===== config.mk =====
export PLATFORM = sky130hd
export DESIGN_NAME = l15_msg1_queue
export DESIGN_NICKNAME = d
export VERILOG_FILES = /design/src/rtl/l15_msg1_queue.sv
export SDC_FILE = /design/constraint.sdc
export NUM_CORES = 1
export LEC_CHECK = 0
export ABC_AREA = 0
export BUFFER_PORTS_ARGS = -buffer_cell sky130_fd_sc_hd__buf_2
export CAP_MARGIN = 20
export CORE_ASPECT_RATIO = 1.2
export CORE_MARGIN = 2
export CORE_UTILIZATION = 38
export DETAILED_ROUTE_END_ITERATION = 16
export MAX_ROUTING_LAYER = met4
export PLACE_DENSITY_LB_ADDON = 0.25
export SLEW_MARGIN = 20
export SYNTH_ARGS = -nofsm -noshare
export SYNTH_HDL_FRONTEND = slang
export SYNTH_SLANG_ARGS = --single-unit

===== constraint.sdc =====
create_clock -name clk -period 5.9 [get_ports clk]
set_input_delay 0.295 -clock clk [delete_from_list [all_inputs] [get_ports clk]]
set_output_delay 0.295 -clock clk [all_outputs]
set_load 0.01 [all_outputs]

===== src/rtl/l15_msg1_queue.sv =====
// L1.5 -> L2 msg1 request queue: captures non-empty beats, optionally drops
// repeats of a held beat, and presents entries in order over valid/ready.
`ifndef MSG_WIDTH
`define MSG_WIDTH 8
`endif
`ifndef DATA_WIDTH
`define DATA_WIDTH 64
`endif
`ifndef TAG_WIDTH
`define TAG_WIDTH 8
`endif
`ifndef OWNER_BITS
`define OWNER_BITS 6
`endif
`ifndef MSG_TYPE_EMPTY
`define MSG_TYPE_EMPTY 8'd0
`endif

module l15_msg1_queue #(
  parameter int unsigned DEPTH = 4,
  parameter int unsigned PTR_W = 2,
  parameter bit          DEDUP = 1'b1
) (
  input  logic                   clk,
  input  logic                   rst_n,
  input  logic [`MSG_WIDTH-1:0]  in_type,
  input  logic [`DATA_WIDTH-1:0] in_data,
  input  logic [`TAG_WIDTH-1:0]  in_tag,
  input  logic [`OWNER_BITS-1:0] in_source,
  output logic                   out_valid,
  input  logic                   out_ready,
  output logic [`MSG_WIDTH-1:0]  out_type,
  output logic [`DATA_WIDTH-1:0] out_data,
  output logic [`TAG_WIDTH-1:0]  out_tag,
  output logic [`OWNER_BITS-1:0] out_source,
  output logic [PTR_W:0]         count,
  output logic                   full,
  output logic                   overflow,
  output logic [7:0]             drop_cnt
);

  localparam int unsigned MSG_W  = `MSG_WIDTH;
  localparam int unsigned DATA_W = `DATA_WIDTH;
  localparam int unsigned TAG_W  = `TAG_WIDTH;
  localparam int unsigned SRC_W  = `OWNER_BITS;
  localparam int unsigned CNT_W  = PTR_W + 1;

  typedef struct packed {
    logic [MSG_W-1:0]  mtype;
    logic [DATA_W-1:0] data;
    logic [TAG_W-1:0]  tag;
    logic [SRC_W-1:0]  source;
  } msg_t;

  msg_t             mem [DEPTH];
  msg_t             in_msg;
  msg_t             prev_msg;
  msg_t             empty_msg;
  msg_t             head;
  logic             prev_vld;
  logic [PTR_W-1:0] wr_ptr;
  logic [PTR_W-1:0] rd_ptr;
  logic             beat_vld;
  logic             is_repeat;
  logic             deq;
  logic             enq;
  logic             drop;

  assign in_msg    = '{mtype: in_type, data: in_data, tag: in_tag, source: in_source};
  assign empty_msg = '{mtype: MSG_W'(`MSG_TYPE_EMPTY), data: '0, tag: '0, source: '0};

  // Beat classification and handshake decisions
  assign beat_vld  = (in_type != MSG_W'(`MSG_TYPE_EMPTY));
  assign is_repeat = DEDUP && prev_vld && (in_msg == prev_msg);
  assign deq       = out_valid && out_ready;
  assign enq       = beat_vld && !is_repeat && (!full || deq);
  assign drop      = beat_vld && !is_repeat && full && !deq;

  // Pointers, occupancy, previous-beat tracking and overflow bookkeeping
  always_ff @(posedge clk or negedge rst_n) begin
    if (!rst_n) begin
      wr_ptr   <= '0;
      rd_ptr   <= '0;
      count    <= '0;
      prev_vld <= 1'b0;
      prev_msg <= '0;
      overflow <= 1'b0;
      drop_cnt <= '0;
    end else begin
      prev_vld <= beat_vld;
      prev_msg <= in_msg;
      if (enq) wr_ptr <= wr_ptr + PTR_W'(1);
      if (deq) rd_ptr <= rd_ptr + PTR_W'(1);
      if (enq && !deq)      count <= count + CNT_W'(1);
      else if (deq && !enq) count <= count - CNT_W'(1);
      if (drop) begin
        overflow <= 1'b1;
        if (drop_cnt != 8'hFF) drop_cnt <= drop_cnt + 8'd1;
      end
    end
  end

  // Entry storage; when full with a dequeue, the write reuses the slot being freed
  always_ff @(posedge clk) begin
    if (enq) mem[wr_ptr] <= in_msg;
  end

  assign out_valid  = (count != '0);
  assign full       = (count == CNT_W'(DEPTH));
  assign head       = out_valid ? mem[rd_ptr] : empty_msg;
  assign out_type   = head.mtype;
  assign out_data   = head.data;
  assign out_tag    = head.tag;
  assign out_source = head.source;

endmodule


**After elaboration in Yosys (flattened, before gate mapping)**

Memory sizes are Yosys's and may differ from the RTL's.
Cells that the tools add are included.

- Bits in registers: 103
- Latch bits: 0
- RAM bits: 344
- ROM bits: 0
- Bits of input ports: 89
- Word-level logic and storage cells: 41
- Memories: 1

- $add $sub $neg: 5
- Multipliers: 0
- Divide/modulo/power cells: 0
- Magnitude comparators: 0
- Eq/ne operators: 3
- Shifts and indexed selects: 0
- Multiplexer cells: 5
- Bitwise gates (word level): 0
- Reductions and logical operators: 17

Memory list:

| memory | words | bits a word | read ports | clocked after memory_dff | write ports | line | source |
|---|---|---|---|---|---|---|---|
| mem | 4 | 86 | 1 | 0 | 1 | 55 | `msg_t mem [DEPTH];` |

Operators by type and width:

| kind | number |
|---|---|
| == test 86 bit | 1 |
| 2-to-1 mux 86 bit | 1 |
| adder 8 x 1 -> 8 bit (second input constant) | 1 |
| logical AND 1 bit | 8 |
| != test 8 bit (second input constant) | 1 |
| nonzero test 8 bit | 1 |
| 2-to-1 mux 3 bit | 2 |
| adder 2 x 1 -> 2 bit (second input constant) | 2 |
| logical NOT 1 bit | 4 |
| adder 3 x 1 -> 3 bit (second input constant) | 1 |
| == test 3 bit (second input constant) | 1 |
| nonzero test 3 bit | 1 |
| subtractor 3 x 1 -> 3 bit (second input constant) | 1 |
| 2-to-1 mux 1 bit | 2 |
| AND reduction 2 bit | 1 |
| nonzero test 2 bit | 1 |
| logical OR 1 bit | 1 |

**Longest topological paths before layout**

- Word-level depth: 9
- Gate-level depth with buffers: 12
- Depth with buffers taken out: 12

**Least setup slack after synthesis**

No wires, ideal clock.

- Path type: flip-flop to flip-flop
- Start point: reg prev_msg[57] (netlist bit)
- End point: mem mem[0][0] (netlist bit), enable pin
- Setup time: 454 ps
- Arrival time: 3055 ps
- Data required time: 5446 ps
- Setup slack: 2390 ps
- Cell stages (with the launch flop): 8
- Cells stage by stage: dfrtp_1 -> nand2b_1 -> o2111ai_1 -> a2111oi_1 -> nand4_1 -> nor3_4 -> nor2_4 -> and2_1

- Cells in the longest elaborated chain, start to end: 7

RTL lines:

| what | line | source |
|---|---|---|
| from (decl) | 57 | `msg_t prev_msg;` |
| from (signal assigned) | 91 | `prev_msg <= in_msg;` |
| == test 86 bit | 74 | `assign is_repeat = DEDUP && prev_vld && (in_msg == prev_msg);` |
| logical AND 1 bit | 74 |  |
| logical NOT 1 bit | 76 | `assign enq = beat_vld && !is_repeat && (!full \|\| deq);` |
| logical AND 1 bit (2 in a row) | 76 |  |
| net enq | 66 | `logic enq;` |
| 2-to-1 mux 1 bit | 105 | `if (enq) mem[wr_ptr] <= in_msg;` |
| 2-to-1 mux 1 bit (not written as such) | 105 |  |
| to (decl) | 55 |  |

The timed path passes the listed nets, and every way through them passes these cells.

**Worst setup path after layout**

- Start point: in in_data[4]
- End point: mem mem[0][22] (netlist bit), enable pin

- Cells in the longest elaborated chain, start to end: 7

RTL lines:

| what | line | source |
|---|---|---|
| from (decl) | 27 | `` input logic [`DATA_WIDTH-1:0] in_data, `` |
| == test 86 bit | 74 |  |
| logical AND 1 bit | 74 |  |
| logical NOT 1 bit | 76 |  |
| logical AND 1 bit (2 in a row) | 76 |  |
| net enq | 66 |  |
| 2-to-1 mux 1 bit | 105 |  |
| 2-to-1 mux 1 bit (not written as such) | 105 |  |

The timed path passes the listed nets, and every way through them passes these cells.

==> metrics.yaml <==
sta:
  maxSlewViolCount: 0
  setup_slack_ns: 2.08
  rsz0062_at_grt: "no"
  clock_skew_ns: 0.0184
  fin_crit_sh_pct: 64.8
  setup_tns_ns: 0
  fmax_mhz: 262
  post-route-min-period_ns: 3.82
  finalSetupViolCount: 0
  relSlewSlack_pct: 33.0
  hold_viol: 0
  worstMarginPinSlew_ns: 1.01
yosys:
  avgSynthCellArea_um2: 20.1
  yosysMostFrequentCell: "edfxtp_1"
  yosysUniqueCellTypes: 38
  syn_area_um2: 17000
  yosys-top-cells-area: "edfxtp_1 61%, dfrtp_1 15%, mux4_2 11%, xnor2_1 3.5%, and2_1 3.3%"
  yosys_most_used_dff: "edfxtp_1"
  synth_top_cell_by_area: "edfxtp_1"
  ys_warn_count: 0
  yosysSeqAreaShare_pct: 76.1
  async_flop_share_pct: 23.0
  ys_seq_elements: 447
  synth-edff-count: 344
  synth_cells: 843
  synth_nets: 939
  synth_top_area_share_pct: 60.9
  synth.top_cells.by_count: "344 x edfxtp_1, 103 x dfrtp_1, 90 x and2_1"
floorplanning:
  rows: 84
  coreArea_um2: 43900
  die-width_um: 197
  start_util_pct: 38.6
  die_y_um: 235
  die-area_um2: 46300
  ioPinCount: 189
finish:
  drive_gt1_share_pct: 30.7
  nNetsFinal: 1238
  fin_area_um2: 20900
  areaGrowthSynthToFinish_pct: 23.2
  fin_cells: 1736
setup_path:
  crit_path_end_kind: "flip-flop"
  critPathKind: "input port to flip-flop"
  crit_path_frequent_cell: "nand4_1"
  critPathTopFamily: "simple AND/OR/NAND/NOR gates"
  slowest_delay_ns: 0.60
  path_buf_inv: 3
  cp_cell_sequence: "dlygate4sd3_1, buf_2, xnor2_1, nand4_1, nor4_1, nand4_1, nor3_4, nor2_4, and2_4, buf_4"
  cp.required_ns: 6.09
  cp_slowest_cell: "nor4_1"
  startpoint_type: "input port"
  critical_path_arrival_ns: 4.01
  worst-path-max-fanout: 51
placed_design:
  placed_area_um2: 18600
  dp.cells: 1568
  globalplace.congestion: 0.777
  hpwl_um: 23700
  port_buffers: 188
  post-place-ws_ns: 2.05
pwr:
  p_seq_share_pct: 43.8
  netSwitchingFraction_pct: 30.7
  leakagePower_nw: 7.61
  combPwrFrac_pct: 30.9
  power_density_nw_per_um2: 530
  switching_power_mw: 3.40
  power.share.clock_pct: 25.4
  p_int_mw: 7.68
  finalPower_mw: 11.1
  peakVddDrop_v: 0.000251
global_route:
  antenna_found_initial: 1
  track_usage_pct: 17.4
  first_global_vias: 9025
  grt_max_degree: 90
  gr-total-overflow: 0
  grt_pass1_wl_um: 58100
flow_run:
  maxCapViolCount: 0
routing:
  via_per_inst: 4.95
  avgRoutedWirePerCell_um: 22.0
  initialDrtViolationCount: 609
  num_vias: 8590
  drc: 0
  ant_nets: 0
  firstDrtPassIters: 5
  totalWireLength_um: 38100
status:
  outcome: "complete, no violations"
cts:
  cts_resized: 0
  cts_htree_levels: 2
  clk_pin_slew_ns: 0.06
  hold_buffers: 87
  clkSinkCount: 447
  clock_path_buffers: 3
  cts-buffers-inserted: 44
  cts_tree: "done"
  clkLatencyLatePin_ns: 0.55
  root_buffer: "clkbuf_16"
  cts_setup_buffers: 0
worst_hold_path:
  hp-class: "input port to flip-flop"
placed cells by master, fill, tap and decap left out, types with 18 or more instances in the layout:
cell type      instances
and2_1                86
inv_1                 23
clkbuf_16             44
xnor2_1               67
dfrtp_1              101
edfxtp_1             344
dlygate4sd3_1         87
nand4_1               18
buf_2                187
mux4_2                86
registers in the layout, summed over array words and instances, names as in the netlist:
register  cells
drop_cnt      8
wr_ptr        2
prev_msg     86
count         3
rd_ptr        2
overflow      1
mem         344
prev_vld      1
per-layer routing:
metal / up-vias / GRT usage (%) / wire length, um
li1: 3870 / - / -
met1: 4467 / 23.4 / 16800
met2: 214 / 28.1 / 19100
met3: 39 / 2.68 / 1660
met4: 0 / 3.85 / 527
met5: - / - / 0
power by group through the flow:
stage,Combinational (mW),Clock [mW],Sequential [mW]
finish,3.42,2.81,4.85
detailed placement,3.48,0,4.93
CTS,3.54,2.88,4.87
global placement,3.48,0,4.90
floorplan,2.23,0,4.76
global route,3.71,2.99,4.95
worst paths after layout:
kind,slack [ns],end,from,cells past startpoint
max reg2reg,2.19,mem[0][22],prev_msg[18],8
min in group asynchronous,0.39,prev_msg[66],rst_n,2
min reg2reg,0.51,drop_cnt[6],drop_cnt[6],1
max in group asynchronous,4.28,rd_ptr[1],rst_n,3
max,2.08,mem[0][22],in_data[4],10
min,0.08,rd_ptr[0],out_ready,3
tightest hold or removal path, delay by kind of cell:
family | cells | cell delay (ns)
XOR/XNOR | 1 | 0.07
buffers and inverters | 1 | 0.13
AND/OR/NAND/NOR | 1 | 0.10
cells by family after synthesis:
kind of cell,synth area share [%]
XOR/XNOR,4.08
adder cells (fa/ha/maj),0.561
buffers and inverters,1.22
AO/OA/AOI/OAI,0.981
flip-flops,76.1
multiplexers,11.7
AND/OR/NAND/NOR,5.38
layout make-up:
type / instances / area [um2]
diodes: 1 / 2.50
clock buffers: 55 / 1140
multi-input cells: 343 / 3850
well taps: 559 / 699
repair buffers: 283 / 1890
inverters: 23 / 86.3
clock inverters: 25 / 300
flip-flops and latches: 447 / 12900
fillers: 3720 / 23000
per-stage QoR:
| stage | utilization (%) | hold WS [ns] |
|---|---|---|
| CTS | 47.5 | 0.0577 |
| finish | 47.5 | 0.0769 |
| floorplan | - | -0.000591 |
| detailed placement | 42.3 | 0.461 |
| global placement | 42.3 | 0.463 |
| global route | 47.5 | 0.0766 |
Power figures use the tool's default switching activity.
